==> src/rtl/multi_cs_pipe.sv <==
// multi_cs_pipe: pipelined carry-save multiplier, signed/unsigned per transaction, valid/ready with full back-pressure
module multi_cs_pipe #(
  parameter int WIDTH          = 4,
  parameter int ROWS_PER_STAGE = 2
) (
  input  logic             clk,
  input  logic             rst,
  input  logic             in_valid,
  output logic             in_ready,
  input  logic             in_signed,
  input  logic [WIDTH-1:0] in_a,
  input  logic [WIDTH-1:0] in_b,
  output logic             out_valid,
  input  logic             out_ready,
  output logic [2*WIDTH:0] out_product,
  output logic             busy
);
  localparam int W = WIDTH;
  localparam int R = ROWS_PER_STAGE;
  localparam int S = (W + R - 1) / R;
  localparam int P = 2 * W;
  logic         w_stall;
  logic [S-1:0] w_vs;
  logic [P-1:0] w_sum;
  logic         r_ov;
  logic [P:0]   r_p;
  function automatic logic [P-1:0] row(input logic [W-1:0] a, input logic b, input logic sg, input int i);
    logic [W-1:0] t;
    t = a & {W{b}};
    if (sg) t = t ^ ((i == W - 1) ? {1'b0, {(W-1){1'b1}}} : {1'b1, {(W-1){1'b0}}});
    return P'(t) << i;
  endfunction
  function automatic logic [2*P-1:0] csa(input logic [P-1:0] x, input logic [P-1:0] y, input logic [P-1:0] z);
    return {(x & y | x & z | y & z) << 1, x ^ y ^ z};
  endfunction
  assign w_stall = r_ov && !out_ready;
  assign in_ready = !w_stall;
  for (genvar g = 0; g < S; g++) begin : g_st
    localparam int LO = g * R;
    localparam int HI = (LO + R > W) ? W : LO + R;
    logic            w_v, w_sg;
    logic [W-1:0]    w_a;
    logic [W-LO-1:0] w_b;
    logic [P-1:0]    w_s, w_c, w_ns, w_nc;
    logic            r_v, r_sg;
    logic [P-1:0]    r_s, r_c;
    if (g == 0) begin : g_src
      assign w_v  = in_valid;
      assign w_sg = in_signed;
      assign w_a  = in_a;
      assign w_b  = in_b;
      assign w_s  = in_signed ? (P'(1) << W) | (P'(1) << (P - 1)) : '0;
      assign w_c  = '0;
    end else begin : g_src
      assign w_v  = g_st[g-1].r_v;
      assign w_sg = g_st[g-1].r_sg;
      assign w_a  = g_st[g-1].g_op.r_a;
      assign w_b  = g_st[g-1].g_op.r_b;
      assign w_s  = g_st[g-1].r_s;
      assign w_c  = g_st[g-1].r_c;
    end
    // fold this stage's partial-product rows into the running sum/carry pair
    always_comb begin
      {w_nc, w_ns} = {w_c, w_s};
      for (int i = LO; i < HI; i++) {w_nc, w_ns} = csa(w_ns, w_nc, row(w_a, w_b[i-LO], w_sg, i));
    end
    // advance with the pipeline unless stalled; only the valid bit needs reset
    always_ff @(posedge clk)
      if (rst) r_v <= 1'b0;
      else if (!w_stall) {r_v, r_sg, r_s, r_c} <= {w_v, w_sg, w_ns, w_nc};
    if (g < S - 1) begin : g_op
      logic [W-1:0]    r_a;
      logic [W-HI-1:0] r_b;
      // forward the multiplicand and only the multiplier bits later stages consume
      always_ff @(posedge clk)
        if (!w_stall) {r_a, r_b} <= {w_a, w_b[W-LO-1:HI-LO]};
    end
    assign w_vs[g] = r_v;
  end
  assign w_sum = g_st[S-1].r_s + g_st[S-1].r_c;
  // carry-propagate stage; the extra top bit is the sign extension in signed mode
  always_ff @(posedge clk)
    if (rst) {r_ov, r_p} <= '0;
    else if (!w_stall) {r_ov, r_p} <= {g_st[S-1].r_v, g_st[S-1].r_sg & w_sum[P-1], w_sum};
  assign out_valid   = r_ov;
  assign out_product = r_ov ? r_p : '0;
  assign busy        = |w_vs | r_ov;
endmodule
==> config.mk <==
export PLATFORM = sky130hd
export DESIGN_NAME = multi_cs_pipe
export DESIGN_NICKNAME = d
export VERILOG_FILES = /design/src/rtl/multi_cs_pipe.sv
export SDC_FILE = /design/constraint.sdc
export NUM_CORES = 1
export LEC_CHECK = 0
export BUFFER_PORTS_ARGS = -buffer_cell sky130_fd_sc_hd__buf_2
export CAP_MARGIN = 30
export CORE_UTILIZATION = 40
export DETAILED_ROUTE_END_ITERATION = 6
export PLACE_DENSITY_LB_ADDON = 0.1
export SYNTH_ARGS = -nofsm -noshare
export SYNTH_HDL_FRONTEND = slang
export SYNTH_SLANG_ARGS = --single-unit
==> constraint.sdc <==
create_clock -name clk -period 2.1 [get_ports clk]
set_input_delay 0.525 -clock clk [delete_from_list [all_inputs] [get_ports clk]]
set_output_delay 0.525 -clock clk [all_outputs]
set_load 0.01 [all_outputs]
; ---- Word level (Yosys, flattened, before mapping)
; Cells that the tools add are included.
[classes]
add_sub_neg = 1
reduce_logical = 5
bitwise_logic = 35
muxes = 6
[ops]
columns = cell, count
row1 = OR 7 bit, 6
row2 = AND 7 bit, 5
row3 = XOR 8 bit, 3
row4 = AND 4 bit, 4
row5 = AND 7 x 5 -> 7 bit, 2
row6 = AND 7 x 6 -> 7 bit, 2
row7 = two-way mux 4 bit, 3
row8 = two-way mux 9 bit, 1
row9 = adder 8 bit, 1
row10 = two-way mux 8 bit, 1
row11 = XOR 8 x 4 -> 8 bit, 1
row12 = XOR 8 x 5 -> 8 bit, 1
row13 = XOR 8 x 6 -> 8 bit, 1
row14 = XOR 8 x 7 -> 8 bit, 1
row15 = AND 7 x 4 -> 7 bit, 1
row16 = NOT 1 bit, 5
row17 = two-way mux 3 bit, 1
row18 = NOT 3 bit, 1
row19 = zero test 1 bit, 2
row20 = AND reduction 2 bit, 1
row21 = OR reduction 2 bit, 1
row22 = AND 1 bit, 1
row23 = logical AND 1 bit, 1
row24 = OR 1 bit, 1
[totals]
word_cells = 59
register_bits = 50

; ---- Depth between registers and ports, before layout
; Gate-level depths: netlist of run 1.
[depth]
depth_word = 9
mapped_depth = 6
mapped_depth_nobuf = 6

; ---- Least setup slack after synthesis of run 1
; No wires, ideal clock.
[synth_timing]
path_type = input -> register
from = in out_ready
to = reg g_st[0].r_c[2], enable pin
required_time_ps = 1699
slack_ps = -147
cell_stages = 3
path_buffers = 1
t_arrival_ps = 1847
path_cell_list = and2b_1 -> buf_2 -> nor2_1
[synth_between]
elab_chain_cells = 4
[synth_lines]
columns = element, line_no
row1 = "start, declared", 14  ; input logic out_ready,
row2 = zero test 1 bit, 36  ; assign w_stall = r_ov && !out_ready;
row3 = logical AND 1 bit, 36
row4 = NOT 1 bit (no source line), n/a
row5 = AND reduction 2 bit (no source line), n/a
row6 = "end signal, assigned", 70  ; else if (!w_stall) {r_v, r_sg, r_s, r_c} <= {w_v, w_sg, w_ns, w_nc};
row7 = "end, declared", 46  ; logic [P-1:0] r_s, r_c;
; No other way between the ends.
; A chain may end at the register's enable or synchronous reset.

; ---- Worst setup path after layout of run 1
[layout_timing]
from = reg g_st[0].g_op.r_b[0]
to = reg g_st[1].r_s[3] (data pin)
[layout_between]
elab_chain_cells = 7
[layout_lines]
columns = element, line_no
row1 = "start, declared", 73  ; logic [W-HI-1:0] r_b;
row2 = "start signal, assigned", 76  ; if (!w_stall) {r_a, r_b} <= {w_a, w_b[W-LO-1:HI-LO]};
row3 = AND 4 bit (*), 29  ; t = a & {W{b}};
row4 = two-way mux 4 bit (*), 30  ; if (sg) t = t ^ ((i == W - 1) ? {1'b0, {(W-1){1'b1}}} : {1'b1, {(W-1){1'b0}}});
row5 = AND 7 x 6 -> 7 bit, 34  ; return {(x & y | x & z | y & z) << 1, x ^ y ^ z};
row6 = OR 7 bit (2 in series), 34
row7 = XOR 8 bit (*), 34
row8 = XOR 8 x 7 -> 8 bit (*), 34
row9 = named net g_st[1].w_ns[3], 44  ; logic [P-1:0] w_s, w_c, w_ns, w_nc;
row10 = "end signal, assigned", 70
row11 = "end, declared", 46
; The timed path passes the listed nets; every way through them passes the cells marked *.

==> results.cfg, run 1 <==
[outcome]
status = completed

[yosys]
synth-seq-cells = 40
avgSynthCellArea_sq_um = 13.1
synth_edf_count = 28
synthTopCellsByArea = edfxtp_1 (47%), dfxtp_1 (13%), fa_1 (7.9%)
yosysTopAreaCellShare_pct = 47.2
yosysUniqueCellTypes = 23
yosysMostFrequentCell = edfxtp_1
async_flop_share_pct = 0
postSynthCellCount = 136
synth_common_cells = edfxtp_1 (28), nand2_1 (21), and2_1 (20)
synthMuxAreaShare_pct = 0
synth_top_family_by_area = simple AND/OR/NAND/NOR gates
synth_xor_area_share_pct = 4.71
synth_area_sq_mm = 0.00178
synth_ff_type = edfxtp_1
synth-simple-area-share_pct = 14.1
yosysTopAreaCell = edfxtp_1
synth_fa_ha_area_share_pct = 13.5
syn-num-nets = 164
synth_compound_area_share_pct = 4.78
yosysWarnings = 0
seq_area_frac_synth_pct = 60.7

[critical_path]
cpPeakStageDelay_ns = 0.47
crit_path_end_kind = flop
critPathMaxFanout = 4
required_ns = 2.13
regToRegStartpoint = g_st[0].g_op.r_b[0]
reg2regPathDepth = 3
crit_type = reg2reg
slowest_stage = fa_1
rr_endpoint = g_st[1].r_s[3]
arrival_ns = 1.80
cp-start-kind = flop
cp_num_buf_inv = 0
r2r_setup_slack_ns = 0.33
cp_common_cell = fa_1
path_cells = and2_1 > fa_1 > fa_1
path_delay_family = adder cells

[timing]
slew_headroom_pct = 80.4
fin_crit_sh_pct = 84.4
setup_tns_ns = 0
max_freq_ghz = 0.564
drv_slew = 0
skew_ns = 0.00285
layout_setup_ws_ns = 0.328
rsz0062_at_grt = false
hold_viol = 0
setup_violations = 0
worst_pin_slew_ns = 0.293
period_minus_slack_ns = 1.77

[grt]
grt_pass1_wl_um = 4470
grt_max_degree = 23
antenna_found_initial = 0
grt_usage_pct = 13.8
overflow = 0
grt_pass1_vias = 998

[cts]
clkSlewWorstSetupHoldPaths_ns = 0.07
clkLatencyLatePin_ns = 0.29
post_cts_buffers = 0
cts-buffers-inserted = 5
tritoncts = done
htree_levels = 2
holdBufCountCts = 0
cts_sinks = 40
root_buffer = clkbuf_8
clk_path_buf_depth = 2
ctsResizeCount = 0

[detailed_routing]
drtPass1Iterations = 4
drt-vias-per-instance = 4.75
first_iter_violations = 74
drc_errors = 0
routedWlPerCell_um = 12.7
drtAntennaViolNets = 0
vias = 1026
routed_wirelength_um = 2740

[finish]
multi_input_area_sq_um = 662
fillCellCount = 388
finalNetCount = 193
register_area_sq_mm = 0.00108
diodes = 0
drive_gt1_share_pct = 22.9
syn_to_final_growth_pct = 16.2
stdcell_area_sq_mm = 0.00207

[pwr]
p_leak_nw = 0.880
power.density_mw_per_mm2 = 833
ir_drop_mv = 0.437

[hold_path]
hold_class = in2reg
worstHoldPathCells = 1
hp-start = in_b[2]
hold_end = g_st[0].g_op.r_b[0]

[floorplanning]
boundaryPins = 25
rows = 23
core_sq_mm = 0.00414
die_area_sq_mm = 0.00472
initial_core_util_pct = 43.0
die_h_um = 68.7
die_x_um = 68.7

[place]
dpl_cell_area_sq_mm = 0.00198
pre_cts_ws_ns = 0.315
dp_hpwl_um = 1990
gp_congestion = 0.673
portBuffers = 24

[flow_run]
drv_cap = 0
==> cell usage in the layout, fill, tap and decap left out <==
cell type	instances
xnor3_1	1
buf_4	2
and2b_1	1
fa_1	7
nand3b_1	1
ha_1	8
inv_1	3
dfxtp_1	12
inv_2	2
and2_1	20
nor2_2	1
buf_12	1
clkbuf_8	6
a211oi_1	1
nand2_1	21
nor2b_1	1
o41ai_1	1
a21oi_2	1
nor2_1	4
edfxtp_1	28
a21o_1	1
a211oi_2	1
xnor2_1	7
clkbuf_1	2
a21oi_1	8
buf_2	24
or3_1	1
==> kinds of logic (layout without fill, tap and decap cells) <==
| kind of cell | Yosys count | after routing |
|---|---|---|
| xor+xnor | 8 | 8 |
| simple gates | 50 | 50 |
| buf+inv | 10 | 40 |
| compound gates | 13 | 13 |
| flops | 40 | 40 |
| fa+ha+maj | 15 | 15 |
==> worst max-delay path by stage <==
stage	start	end	slack, ns	depth (start not counted)
finish	g_st[0].g_op.r_b[0]	g_st[1].r_s[3]	0.33	3
global route	out_valid	in_ready	0.22	3
CTS	g_st[0].g_op.r_b[0]	g_st[1].r_s[3]	0.32	3
detailed placement	g_st[0].g_op.r_b[0]	g_st[1].r_s[3]	0.31	3
global placement	g_st[0].g_op.r_b[0]	g_st[1].r_s[3]	0.35	3
floorplan	out_ready	g_st[0].r_c[2]	0.22	3
==> power by group <==
part,internal (mW),switching (mW),total (mW)
combinational,0.115,0.113,0.229
clock,0.268,0.244,0.512
sequential,0.944,0.0386,0.982
==> layout make-up <==
type                            instances  share of cell area, %
Sequential cell                        40                   52.2
Clock buffer                            8                   4.35
Multi-Input combinational cell         86                   32.0
Tap cell                               50                   3.02
Timing Repair Buffer                   27                   7.50
Inverter                                5                  0.907
==> worst reg2reg max path, stage by stage, from the launching register on <==
cell	delay [ns]
edfxtp_1	0.41
and2_1	0.17
fa_1	0.47
fa_1	0.47
==> routing by layer <==
layer,track usage (%),routed length (um)
met2,24.0,1330
met4,7.65,63
met1,14.9,1170
met3,4.44,175
met5,0,0
==> state kept, by name, indices dropped and copies added (netlist names) <==
signal / count
g_st.g_op.r_a: 4
g_st.g_op.r_b: 2
g_st.r_c: 8
g_st.r_s: 12
g_st.r_sg: 2
g_st.r_v: 2
out_valid: 1
r_p: 9
==> stage by stage <==
stage	util (%)	power, mW	cells	hold WS [ns]
floorplan	-	1.16	136	0.400
global placement	47.8	1.22	208	0.406
detailed placement	47.8	1.24	208	0.418
CTS	49.9	1.75	216	0.402
global route	49.9	1.82	216	0.398
finish	49.9	1.72	216	0.412
Power figures use the tool's default switching activity.
==> run 2: changes to the inputs <==
==> constraint.sdc (replaced) <==
create_clock -name clk -period 1.4 [get_ports clk]
set_input_delay 0.35 -clock clk [delete_from_list [all_inputs] [get_ports clk]]
set_output_delay 0.35 -clock clk [all_outputs]
set_load 0.01 [all_outputs]
==> results.cfg, run 2 (synthesis gave the netlist of run 1 again) <==
[outcome]
status = finished with violations
violations = negative setup slack

[pwr]
power.density_mw_per_mm2 = 1210
ir_drop_mv = 0.493
p_leak_nw = 0.902

[timing]
max_freq_ghz = 0.564
rsz0062_at_grt = true
slew_headroom_pct = 84.7
skew_ns = 0.00240
hold_ws_ns = 0.239
drv_slew = 0
setup_violations = 11
layout_setup_ws_ns = -0.375
hold_viol = 0
period_minus_slack_ns = 1.77
fin_crit_sh_pct = 127
worst_pin_slew_ns = 0.226

[critical_path]
rr_endpoint = g_st[1].r_s[3]
critPathCapture = g_st[1].r_s[3]
critPathMaxFanout = 4
cp-start-kind = flop
regToRegStartpoint = g_st[0].g_op.r_b[0]
crit_type = reg2reg
r2r_setup_slack_ns = -0.37
arrival_ns = 1.81
required_ns = 1.43
reg2regPathDepth = 3
cp-startpoint = g_st[0].g_op.r_b[0]
crit_path_end_kind = flop

[detailed_routing]
drc_errors = 0
drt-vias-per-instance = 4.67
vias = 1037
routedWlPerCell_um = 12.2
routed_wirelength_um = 2710
drtAntennaViolNets = 0
first_iter_violations = 28
drtPass1Iterations = 3

[grt]
antenna_found_initial = 0
overflow = 0
grt_max_degree = 23
grt_usage_pct = 14.2
grt_pass1_wl_um = 4610
grt_pass1_vias = 1063

[flow_run]
drv_cap = 0

[finish]
largest_register_ffs = 12
diodes = 0
drive_gt1_share_pct = 30.2
syn_to_final_growth_pct = 19.5
final_cell_mix = edfxtp_1 (28), buf_2 (24), nand2_1 (21)
final_common_cell = edfxtp_1
finalNetCount = 199
stdcell_area_sq_mm = 0.00213

[floorplanning]
die_h_um = 68.7
initial_core_util_pct = 43.0
die_area_sq_mm = 0.00472
rows = 23
boundaryPins = 25
die_x_um = 68.7
core_sq_mm = 0.00414

[place]
dpl_cell_area_sq_mm = 0.00203
portBuffers = 24
dp_hpwl_um = 2100
gp_congestion = 0.651

[cts]
root_buffer = clkbuf_8
tritoncts = done
htree_levels = 2
clkLatencyLatePin_ns = 0.29
cts_sinks = 40
clkSlewWorstSetupHoldPaths_ns = 0.07
cts-buffers-inserted = 5
clk_path_buf_depth = 2

[hold_path]
hold_class = in2reg
==> run 2: cell types whose count changed in the layout (fill, tap and decap cells not counted), sizes merged <==
cell / before / now
buf: 27 / 33
==> run 2: area by class of cell <==
cell class / instances / area, sq um
clock buffer: 8 / 80.1
fill: 398 / 2020
inverter: 5 / 18.8
multi-input combinational: 86 / 683
sequential: 40 / 1080
tap: 50 / 62.6
timing repair buffer: 33 / 200
==> run 2: layer usage <==
layer | GRT usage [%] | vias up | routed length (um)
met1 | 14.1 | 478 | 1150
li1 | - | 525 | -
met2 | 26.0 | 28 | 1340
met5 | 0 | - | 0
met3 | 4.93 | 6 | 154
met4 | 6.89 | 0 | 64
==> run 2: critical path, cell delays in order, from the launching register on <==
cell and delay (ns):
edfxtp_1 0.42, and2_4 0.16, fa_1 0.47, fa_2 0.47
==> run 2: stage by stage <==
stage                     power (mW)  utilization (%)  setup TNS (ns)  setup WS (ns)  cells
after floorplan                 1.75                -           -2.64         -0.321    136
after global placement          1.86             48.9           -1.78         -0.359    213
after detailed placement        1.88             48.9           -1.99         -0.391    213
after CTS                       2.61             51.2           -2.14         -0.383    222
after global routing            2.71             51.4           -2.88         -0.433    222
final                           2.57             51.4           -1.95         -0.375    222
==> run 2: how the worst min path moves through the flow <==
stage              startpoint             endpoint  slack, ns  cells past startpoint
2_1_floorplan  g_st[0].r_s[0]       g_st[1].r_s[0]       0.40                      0
3_3_place_gp   g_st[0].r_s[0]       g_st[1].r_s[0]       0.41                      0
3_5_place_dp   g_st[0].r_s[0]       g_st[1].r_s[0]       0.41                      0
4_1_cts               in_b[3]  g_st[0].g_op.r_b[1]       0.23                      1
5_1_grt               in_b[3]  g_st[0].g_op.r_b[1]       0.23                      1
6_report              in_b[2]  g_st[0].g_op.r_b[0]       0.24                      1
==> run 2: power breakdown <==
| part | total (mW) | switching [mW] | internal (mW) |
|---|---|---|---|
| Sequential | 1.47 | 0.0552 | 1.42 |
| Clock | 0.717 | 0.363 | 0.354 |
| Combinational | 0.376 | 0.181 | 0.196 |
==> run 2: timing repair <==
item / 4_1_cts / 5_1_grt
setup endpoints to repair: 15 / 17
gates resized for setup: 5 / 2
pin swaps: 0 / 1
setup buffers: 1 / 0
hold buffers: 0 / 0
